File: config.mk
export PLATFORM = sky130hd
export DESIGN_NAME = byteswap_swap_stage
export DESIGN_NICKNAME = d
export VERILOG_FILES = /design/src/rtl/byteswap_pkg.sv /design/src/rtl/byteswap_axis_skid.sv /design/src/rtl/byteswap_swap_stage.sv
export SDC_FILE = /design/constraint.sdc
export NUM_CORES = 1
export LEC_CHECK = 0
export CORE_AREA = 2 2 410 412
export CTS_CLUSTER_SIZE = 14
export DETAILED_ROUTE_END_ITERATION = 10
export DIE_AREA = 0 0 412 414
export DONT_BUFFER_PORTS = 1
export GPL_ROUTABILITY_DRIVEN = 0
export PLACE_DENSITY_LB_ADDON = 0.05
export SYNTH_ARGS = -nofsm -noshare
export SYNTH_HDL_FRONTEND = slang
export SYNTH_SLANG_ARGS = --single-unit
File: constraint.sdc
create_clock -name aclk -period 2.8 [get_ports aclk]
set_input_delay 0.28 -clock aclk [delete_from_list [all_inputs] [get_ports aclk]]
set_output_delay 0.28 -clock aclk [all_outputs]
set_load 0.01 [all_outputs]
File: src/rtl/byteswap_pkg.sv
// Shared types and helpers for the byteswap vswap datapath: FSM state encoding,
// default beat geometry and the byte-count to beat-count conversion.
package byteswap_pkg;

    localparam int C_DATA_WIDTH_DEF      = 512;
    localparam int C_WORD_BIT_WIDTH_DEF  = 32;
    localparam int C_XFER_SIZE_WIDTH_DEF = 32;

    localparam int BYTES_PER_BEAT      = C_DATA_WIDTH_DEF / 8;
    localparam int BYTES_PER_BEAT_LOG2 = $clog2(BYTES_PER_BEAT);

    typedef enum logic [1:0] {
        IDLE  = 2'd0,
        RUN   = 2'd1,
        DRAIN = 2'd2,
        DONE  = 2'd3
    } swap_state_e;

    // Rounds up to whole beats; 64-bit arithmetic keeps the add from wrapping
    // at the largest byte count of any realistic control width.
    function automatic logic [63:0] beats_from_bytes(input logic [63:0] num_bytes,
                                                     input int unsigned beat_log2);
        logic [63:0] round_up;
        round_up = (64'd1 << beat_log2) - 64'd1;
        return (num_bytes + round_up) >> beat_log2;
    endfunction

endpackage

File: src/rtl/byteswap_axis_skid.sv
// AXI-Stream register slice. SKID=1 gives a registered s_ready backed by a skid
// slot; SKID=0 gives a single output register with pass-through ready.
import byteswap_pkg::*;

module byteswap_axis_skid #(
    parameter int W    = 512,
    parameter bit SKID = 1'b1
) (
    input  logic         clk,
    input  logic         srst,
    input  logic         s_valid,
    output logic         s_ready,
    input  logic [W-1:0] s_data,
    output logic         m_valid,
    input  logic         m_ready,
    output logic [W-1:0] m_data
);

    logic         m_valid_q, m_valid_d;
    logic [W-1:0] m_data_q,  m_data_d;
    logic         s_fire;

    assign s_fire  = s_valid && s_ready;
    assign m_valid = m_valid_q;
    assign m_data  = m_data_q;

    generate
        if (SKID) begin : g_skid
            logic         sk_valid_q, sk_valid_d;
            logic [W-1:0] sk_data_q,  sk_data_d;

            // Ready depends only on the skid flop, never on m_ready.
            assign s_ready = !sk_valid_q;

            always_comb begin
                m_valid_d  = m_valid_q;
                m_data_d   = m_data_q;
                sk_valid_d = sk_valid_q;
                sk_data_d  = sk_data_q;
                if (m_valid_q && !m_ready) begin
                    if (s_fire) begin
                        sk_valid_d = 1'b1;
                        sk_data_d  = s_data;
                    end
                end else if (sk_valid_q) begin
                    m_valid_d  = 1'b1;
                    m_data_d   = sk_data_q;
                    sk_valid_d = 1'b0;
                end else begin
                    m_valid_d = s_fire;
                    if (s_fire) begin
                        m_data_d = s_data;
                    end
                end
            end

            always_ff @(posedge clk) begin
                if (srst) begin
                    sk_valid_q <= 1'b0;
                    sk_data_q  <= '0;
                end else begin
                    sk_valid_q <= sk_valid_d;
                    sk_data_q  <= sk_data_d;
                end
            end
        end else begin : g_single
            assign s_ready = !m_valid_q || m_ready;

            always_comb begin
                m_valid_d = m_valid_q;
                m_data_d  = m_data_q;
                if (s_fire) begin
                    m_valid_d = 1'b1;
                    m_data_d  = s_data;
                end else if (m_ready) begin
                    m_valid_d = 1'b0;
                end
            end
        end
    endgenerate

    always_ff @(posedge clk) begin
        if (srst) begin
            m_valid_q <= 1'b0;
            m_data_q  <= '0;
        end else begin
            m_valid_q <= m_valid_d;
            m_data_q  <= m_data_d;
        end
    end

endmodule

File: src/rtl/byteswap_swap_stage.sv
// Byte-reversing stream stage between the AXI read and write masters.
// Define BYTESWAP_SWAP_STAGE_SKID_EN for a registered s_axis_tready via a skid slice.
import byteswap_pkg::*;

module byteswap_swap_stage #(
    parameter int C_DATA_WIDTH      = C_DATA_WIDTH_DEF,
    parameter int C_WORD_BIT_WIDTH  = C_WORD_BIT_WIDTH_DEF,
    parameter int C_XFER_SIZE_WIDTH = C_XFER_SIZE_WIDTH_DEF
) (
    input  logic                         aclk,
    input  logic                         areset,
    input  logic                         ctrl_start,
    input  logic [C_XFER_SIZE_WIDTH-1:0] ctrl_xfer_size_in_bytes,
    output logic                         ctrl_done,
    input  logic                         s_axis_tvalid,
    output logic                         s_axis_tready,
    input  logic [C_DATA_WIDTH-1:0]      s_axis_tdata,
    output logic                         m_axis_tvalid,
    input  logic                         m_axis_tready,
    output logic [C_DATA_WIDTH-1:0]      m_axis_tdata,
    output logic                         m_axis_tlast
);

    localparam int          CW         = C_XFER_SIZE_WIDTH + 1;
    localparam int          WORD_BYTES = C_WORD_BIT_WIDTH / 8;
    localparam int          NUM_WORDS  = C_DATA_WIDTH / C_WORD_BIT_WIDTH;
    localparam int unsigned BEAT_LOG2  = $clog2(C_DATA_WIDTH / 8);

`ifdef BYTESWAP_SWAP_STAGE_SKID_EN
    localparam bit SKID_EN = 1'b1;
`else
    localparam bit SKID_EN = 1'b0;
`endif

    swap_state_e             state_q, state_d;
    logic [CW-1:0]           in_cnt_q, in_cnt_d;
    logic [CW-1:0]           out_cnt_q, out_cnt_d;
    logic [CW-1:0]           start_beats;
    logic [C_DATA_WIDTH-1:0] swapped;
    logic                    run, slice_ready, s_fire, m_fire, out_last;

    generate
        for (genvar gi = 0; gi < NUM_WORDS; gi++) begin : g_word
            for (genvar gj = 0; gj < WORD_BYTES; gj++) begin : g_byte
                assign swapped[gi*C_WORD_BIT_WIDTH + gj*8 +: 8] =
                    s_axis_tdata[gi*C_WORD_BIT_WIDTH + (WORD_BYTES-1-gj)*8 +: 8];
            end
        end
    endgenerate

    assign start_beats = CW'(beats_from_bytes(64'(ctrl_xfer_size_in_bytes), BEAT_LOG2));
    assign run         = (state_q == RUN);
    assign s_fire      = s_axis_tvalid && s_axis_tready;
    assign m_fire      = m_axis_tvalid && m_axis_tready;
    assign out_last    = (out_cnt_q == CW'(1));

    assign s_axis_tready = run && slice_ready;
    assign m_axis_tlast  = m_axis_tvalid && out_last;
    assign ctrl_done     = (state_q == DONE);

    // The slice only sees valid while running, so it can never take a beat past the count.
    byteswap_axis_skid #(
        .W    (C_DATA_WIDTH),
        .SKID (SKID_EN)
    ) u_out_slice (
        .clk     (aclk),
        .srst    (areset),
        .s_valid (s_axis_tvalid && run),
        .s_ready (slice_ready),
        .s_data  (swapped),
        .m_valid (m_axis_tvalid),
        .m_ready (m_axis_tready),
        .m_data  (m_axis_tdata)
    );

    always_comb begin
        state_d   = state_q;
        in_cnt_d  = in_cnt_q;
        out_cnt_d = out_cnt_q;
        if (s_fire) begin
            in_cnt_d = in_cnt_q - CW'(1);
        end
        if (m_fire) begin
            out_cnt_d = out_cnt_q - CW'(1);
        end
        case (state_q)
            IDLE: begin
                if (ctrl_start) begin
                    in_cnt_d  = start_beats;
                    out_cnt_d = start_beats;
                    state_d   = (start_beats == '0) ? DONE : RUN;
                end
            end
            RUN: begin
                if (m_fire && out_last) begin
                    state_d = DONE;
                end else if (s_fire && in_cnt_q == CW'(1)) begin
                    state_d = DRAIN;
                end
            end
            DRAIN: begin
                if (m_fire && out_last) begin
                    state_d = DONE;
                end
            end
            DONE:    state_d = IDLE;
            default: state_d = IDLE;
        endcase
    end

    always_ff @(posedge aclk) begin
        if (areset) begin
            state_q   <= IDLE;
            in_cnt_q  <= '0;
            out_cnt_q <= '0;
        end else begin
            state_q   <= state_d;
            in_cnt_q  <= in_cnt_d;
            out_cnt_q <= out_cnt_d;
        end
    end

endmodule

==> flow_summary.yaml, run 1 <==
worst_setup_path:
  critPathSlowestCell: "dlygate4sd3_1"
  worstRegToRegCells: 9
  reg2reg_to: "u_out_slice.m_data[224]"
  r2r_setup_slack_ns: 0.19
  rr_startpoint: "state_q[1]"
  critPathCaptureType: "flop"
  cpPeakStageDelay_ns: 0.58
  critical_path.cell_chain: "inv_1, ha_1, and2_2, and2_4, buf_12, buf_12, nand2_1, a21oi_1, dlygate4sd3_1"
  cp_max_fo: 59
  crit_family: "buffers and inverters"
  worstSetupPathType: "flop to flop"
  crit_buf_inv: 4
  cp_data_required_time_ns: 3.42
  worstPathArrival_ns: 3.23
  path_common_cell: "buf_12"
  cp-start-kind: "flop"
synthesis:
  avgSynthCellArea_sq_um: 7.884
  ys_ff_latch: 581
  ys.flop_type: "dfxtp_1"
  ys_seq_area_share_pct: 54.22
  async_reset_ff_share_pct: 0
  synthTopCellsByArea: "dfxtp_1 (54%), nand2_1 (19%), a21oi_1 (13%), clkbuf_1 (3.3%), xnor2_1 (1.7%)"
  yosys_warnings: 0
  synth.distinct_cells: 48
  syn_nets: 3279
  synth_most_common_cell: "nand2_1"
  synth_commonest_cells: "nand2_1 (1061), dfxtp_1 (581), a21oi_1 (557)"
  syn_inst: 2721
  synth_top_area_cell: "dfxtp_1"
  yosysTopAreaCellShare_pct: 54.22
  syn-cell-area_sq_um: 21450
  synth-edff-count: 0
status:
  outcome: "complete, no violations"
global_routing:
  grt_max_degree: 421
  grt_pass1_vias: 23500
  grt_usage_pct: 13.53
  grt.overflow.total: 0
  grt_pass1_wl_um: 169200
  antenna_found_initial: 17
hold_path:
  hold_class: "primary input to flop"
  min_from: "areset"
  min_to: "u_out_slice.m_data[81]"
  min_path_cells: 2
clocking:
  post-cts-setup-buffer-count: 0
  cts-root-buf: "clkbuf_16"
  h-tree-depth: 3
  path_clk_slew_ns: 0.06
  clockBufferDepth: 3
  cts_buffers: 81
  cts.sinks: 581
  clkLatencyLatePin_ns: 0.70
  cts_tree: "built"
floorplanning:
  ioPinCount: 1065
  start_util_pct: 12.90
  rows: 150
  core_sq_um: 166300
  die_x_um: 412
  dieArea_sq_um: 170600
  die_y_um: 414
route:
  drc: 0
  dr.pass1.iters: 5
  wl_per_cell_um: 20.51
  vias: 22510
  via_per_inst: 3.808
  antenna_left: 0
  drt-total-wl_um: 121200
  drtIter0Drc: 1033
layout:
  post_route_cells_drive_above_1_share_pct: 5.816
  stdcell_count: 5911
  area.growth.synth_to_final_pct: 71.54
  finalNetCount: 4189
timing:
  clock_skew_ns: 0.02343
  drv_slew: 0
  max-slew-margin-rel_pct: 36.63
  fin_ws_ns: 0.1921
  tightestPinTransition_ns: 0.9505
  period_needed_ns: 2.608
  tns_ns: 0
  holdWs_ns: 0.07557
  rsz0062_at_grt: "no"
  finalCritPeriodShare_pct: 93.14
  clock.fmax_mhz: 383.5
  finalSetupViolCount: 0
  hold_violations: 0
power:
  powerDensity_nw_per_um2: 792.1
  total_leakage_power_nw: 13.88
  switchingPower_mw: 9.600
  p_clk_share_pct: 38.6
  p_int_mw: 19.55
  irDropWorstVdd_mv: 0.3977
  power_switching_share_pct: 32.93
  p_comb_share_pct: 22.3
  seqPwrFrac_pct: 39.1
run:
  drv_cap: 0
placement:
  placedCellCount: 4792
  port_buffers: 0
  dp_slack_ns: 0.2039
  post-dp-hpwl_um: 85680
flip-flops by register name, summed over array words and instances (netlist names):
| signal | count |
|---|---|
| in_cnt_q | 33 |
| u_out_slice.m_valid | 1 |
| u_out_slice.m_data | 512 |
| out_cnt_q | 33 |
| state_q | 2 |
layout make-up:
class,count,area (sq um)
tap,2204,2758
multi-input combinational,1939,9123
clock inverter,25,431.7
sequential,581,11630
clock buffer,124,2452
fill,18540,129500
timing repair buffer,1018,10340
antenna,10,25.02
inverter,10,37.54
worst reg2reg max path, delay by kind of cell, from the launching register on:
family	cells	cell delay (ns)
DFF	1	0.32
AOI/OAI and AO/OA	1	0.14
buffers and inverters	4	1.20
adders and majority gates	1	0.18
and+or+nand+nor	3	0.70
power by group through the flow:
stage	clock, mW	sequential (mW)	combinational [mW]
after floorplan	0	10.8	3.06
after global placement	0	11.7	4.47
after detailed placement	0	11.6	4.53
after CTS	11.7	11.5	6.42
after global routing	12.0	11.6	7.23
final	11.2	11.4	6.50
cell usage in the layout, fill, tap and decap left out, drive strengths merged, types with 11 or more instances in the layout:
cell type | Yosys | final
nand2 | 1061 | 1061
dlygate4sd3 | 0 | 955
dfxtp | 581 | 581
a21oi | 558 | 558
clkbuf | 186 | 128
buf | 5 | 59
xnor2 | 42 | 42
nor2 | 38 | 38
xor2 | 38 | 38
nor3 | 18 | 18
nor4 | 18 | 18
o21ai | 16 | 16
a21boi | 16 | 16
nand3 | 16 | 16
inv | 10 | 13
and3 | 11 | 11
or3 | 11 | 11
through the flow:
| stage | util [%] | cell area [sq um] | total power [mW] |
|---|---|---|---|
| finish | 22.13 | 36800 | 29.15 |
| global route | 22.13 | 36790 | 30.86 |
| CTS | 22.02 | 36610 | 29.63 |
| detailed placement | 14.50 | 24110 | 16.16 |
| global placement | 14.50 | 24110 | 16.14 |
| floorplan | - | 21450 | 13.86 |
routing by layer:
metal,vias up,GRT usage [%],share of wire [%]
met3,149,5.880,9.4
met5,-,0,0.011
met4,2,3.885,2.5
met2,729,23.97,51
li1,10750,-,-
met1,10880,14.43,38
timing repair:
item                                    4_1_cts  5_1_grt
gates cloned                                  0        4
endpoints found under the hold margin       554        0
hold buffers                                956        0
endpoints found under the setup margin        1      138
pin swaps                                     0        1
gates resized for setup                       5       11
cells by family (layout without fill, tap and decap cells):
kind of cell	count (synthesis)	count (layout)	share of synthesized area [%]
buf+inv	201	1177	3.569
fa+ha+maj	10	10	0.5716
xor+xnor	80	80	3.266
other cells	0	10	0
mux	1	1	0.04666
compound gates	618	618	14.94
simple gates	1230	1230	23.39
flops	581	581	54.22
worst max path at each step:
stage / start / to / slack, ns / depth (start not counted)
final: state_q[1] / u_out_slice.m_data[224] / 0.19 / 9
after global routing: out_cnt_q[4] / out_cnt_q[24] / 0.004 / 9
after CTS: out_cnt_q[23] / m_axis_tlast / 0.03 / 6
after detailed placement: in_cnt_q[11] / in_cnt_q[25] / 0.20 / 7
after global placement: in_cnt_q[11] / in_cnt_q[23] / 0.16 / 7
after floorplan: in_cnt_q[11] / in_cnt_q[25] / 0.24 / 8
Power figures use the tool's default switching activity.
==> run 2, diff against run 1 <==
CORE_AREA = 2 2 413 415   (was 2 2 410 412)
DIE_AREA = 0 0 415 417   (was 0 0 412 414)
==> flow_summary.yaml, run 2 <==
status:
  outcome: "stopped before the end"
  failed_stage: "clock tree synthesis"
  tool.error: "[ERROR RSZ-0060] Max buffer count reached."
synthesis:
  avgSynthCellArea_sq_um: 7.884
  synth.distinct_cells: 48
  yosysTopAreaCellShare_pct: 54.22
  synth_commonest_cells: "nand2_1 (1061), dfxtp_1 (581), a21oi_1 (557)"
  ys.flop_type: "dfxtp_1"
  synth_most_common_cell: "nand2_1"
  syn-cell-area_sq_um: 21450
  ys_seq_area_share_pct: 54.22
  synthTopCellsByArea: "dfxtp_1 (54%), nand2_1 (19%), a21oi_1 (13%), clkbuf_1 (3.3%), xnor2_1 (1.7%)"
  synth_top_area_cell: "dfxtp_1"
  synth-edff-count: 0
  syn_nets: 3279
  yosys_warnings: 0
  ys_ff_latch: 581
  async_reset_ff_share_pct: 0
  syn_inst: 2721
clocking:
  cts_buffers: 82
  postCtsHoldBufs: 995
  post_cts_resized: 3
  cts-root-buf: "clkbuf_16"
  post-cts-setup-buffer-count: 0
  cts.sinks: 581
  h-tree-depth: 3
  clockBufferDepth: 3
placement:
  post-dp-hpwl_um: 91870
  port_buffers: 0
floorplanning:
  die_x_um: 415
  start_util_pct: 12.73
  rows: 151
  die_y_um: 417
  ioPinCount: 1065
[run 2: cell families after synthesis]
kind of cell | synth area share, %
XOR/XNOR | 3.266
flip-flops | 54.22
buffers and inverters | 3.569
AND/OR/NAND/NOR | 23.39
multiplexers | 0.04666
AO/OA/AOI/OAI | 14.94
adder cells (fa/ha/maj) | 0.5716
[run 2: stage by stage]
stage          util, %  instance area (sq um)  std cells  setup WS, ns  hold slack (ns)
2_1_floorplan        -                  21450       2721        0.2411           0.4160
3_5_place_dp     14.46                  24370       4830        0.2196           0.4225
3_3_place_gp     14.46                  24370       4830        0.2168           0.4172
==> run 3, diff against run 2 <==
CORE_AREA = 2 2 418 420   (was 2 2 413 415)
CTS_CLUSTER_SIZE = unset   (was 14)
DIE_AREA = 0 0 420 422   (was 0 0 415 417)
PLACE_DENSITY_LB_ADDON = 0.15   (was 0.05)
==> flow_summary.yaml, run 3 (synthesis results as in run 1) <==
timing:
  tightestPinTransition_ns: 3.930
  drv_slew: 398
  holdWs_ns: 0.03174
  finalCritPeriodShare_pct: 113.3
  hold_violations: 0
  rsz0062_at_grt: "no"
  fin_ws_ns: -0.3714
  clock.fmax_mhz: 315.3
  clock_skew_ns: 0.02141
  period_needed_ns: 3.171
  finalSetupViolCount: 120
  max-slew-margin-rel_pct: -162.0
clocking:
  cts-root-buf: "clkbuf_16"
  cts.sinks: 581
  cts_tree: "built"
  path_clk_slew_ns: 0.06
  post-cts-setup-buffer-count: 0
  clkLatencyLatePin_ns: 0.70
  cts_buffers: 77
  h-tree-depth: 3
  clockBufferDepth: 3
power:
  power_mw: 28.03
  powerDensity_nw_per_um2: 763.8
  irDropWorstVdd_mv: 0.4085
  total_leakage_power_nw: 13.80
global_routing:
  antenna_found_initial: 32
  use_met1_pct: 15.56
  grt-busiest-layer: "met2"
  grt.overflow.total: 0
  grt_max_degree: 435
  grtUsageMet3_pct: 3.672
  grt_pass1_vias: 23260
  grt_pass1_wl_um: 166400
  gr-usage-met2_pct: 21.23
  grt_usage_pct: 12.76
worst_setup_path:
  rr_startpoint: "state_q[1]"
  cp-start-kind: "primary input"
  crit_family: "compound AO/OA/AOI/OAI gates"
  cp_max_fo: 434
  critPathCaptureType: "flop"
  cp-startpoint: "areset"
  critPathSlowestCell: "a21oi_1"
  cp.depth: 2
  worstRegToRegCells: 10
  crit_buf_inv: 1
  cp_data_required_time_ns: 3.43
  worstSetupPathType: "primary input to flop"
  worstPathArrival_ns: 3.80
  critical_path.cell_chain: "a21oi_1, dlygate4sd3_1"
  cpPeakStageDelay_ns: 1.05
layout:
  final_cell_mix: "nand2_1 (1059), dlygate4sd3_1 (973), dfxtp_1 (581)"
  finalNetCount: 4203
  layout_commonest_cell: "nand2_1"
  n_fill_cell: 19270
  stdcell_count: 6039
  post_route_cells_drive_above_1_share_pct: 5.424
  largest_reg_flops: 512
  area.growth.synth_to_final_pct: 71.07
  fin_area_sq_um: 36700
floorplanning:
  dieArea_sq_um: 177200
  ioPinCount: 1065
  rows: 153
  die_x_um: 420
  start_util_pct: 12.41
  die_y_um: 422
  core_sq_um: 172900
route:
  drt-total-wl_um: 117600
  dr.pass1.iters: 6
  antenna_left: 0
  via_per_inst: 3.779
  drc: 0
  vias: 22820
  wl_per_cell_um: 19.47
  drtIter0Drc: 1344
placement:
  placedCellCount: 4917
  place_area_sq_um: 24310
  dp_slack_ns: 0.2037
  port_buffers: 0
  post-dp-hpwl_um: 84360
hold_path:
  min_from: "areset"
  hold_class: "primary input to flop"
  min_path_cells: 4
run:
  drv_cap: 0
status:
  violations: "slew limit, setup timing"
  outcome: "complete, but fails checks"
-- run 3: final timing paths --
| path | endpoint | slack (ns) |
|---|---|---|
| setup / recovery | u_out_slice.m_data[73] | -0.37 |
| hold / removal | state_q[1] | 0.03 |
| setup reg to reg | u_out_slice.m_data[191] | 0.07 |
| hold reg to reg | in_cnt_q[7] | 0.50 |
-- run 3: timing repair --
item,CTS,global route
cloned,0,0
hold buffers,974,0
endpoints found under the setup margin,1,88
gates resized for setup,2,4
hold endpoints to repair,555,0
-- run 3: area by class of cell --
type / count / area, sq um / area share [%]
flip-flops and latches: 581 / 11630 / 31.69
repair buffers: 1036 / 10450 / 28.48
multi-input cells: 1939 / 9085 / 24.76
well taps: 2325 / 2909 / 7.927
clock buffers: 113 / 2223 / 6.058
clock inverters: 27 / 341.6 / 0.9308
inverters: 10 / 37.54 / 0.1023
diodes: 8 / 20.02 / 0.05455
-- run 3: power breakdown --
part           leakage [nW]  switching, mW  internal [mW]
Clock                  1.25           4.20           6.01
Combinational          7.82           3.51           3.05
Sequential             4.73           1.75           9.51
Total                  13.8           9.46           18.6
-- run 3: metrics by stage --
step,util (%),setup TNS [ns]
global route,21.23,0
detailed placement,14.06,0
floorplan,-,0
global placement,14.06,0
finish,21.23,-15.68
CTS,21.21,0
-- run 3: per-layer routing --
metal | part of all wire (%) | wire [um]
met1 | 41 | 48470
met3 | 7.4 | 8710
met4 | 2.8 | 3272
met2 | 48 | 56890
met5 | 0.20 | 238
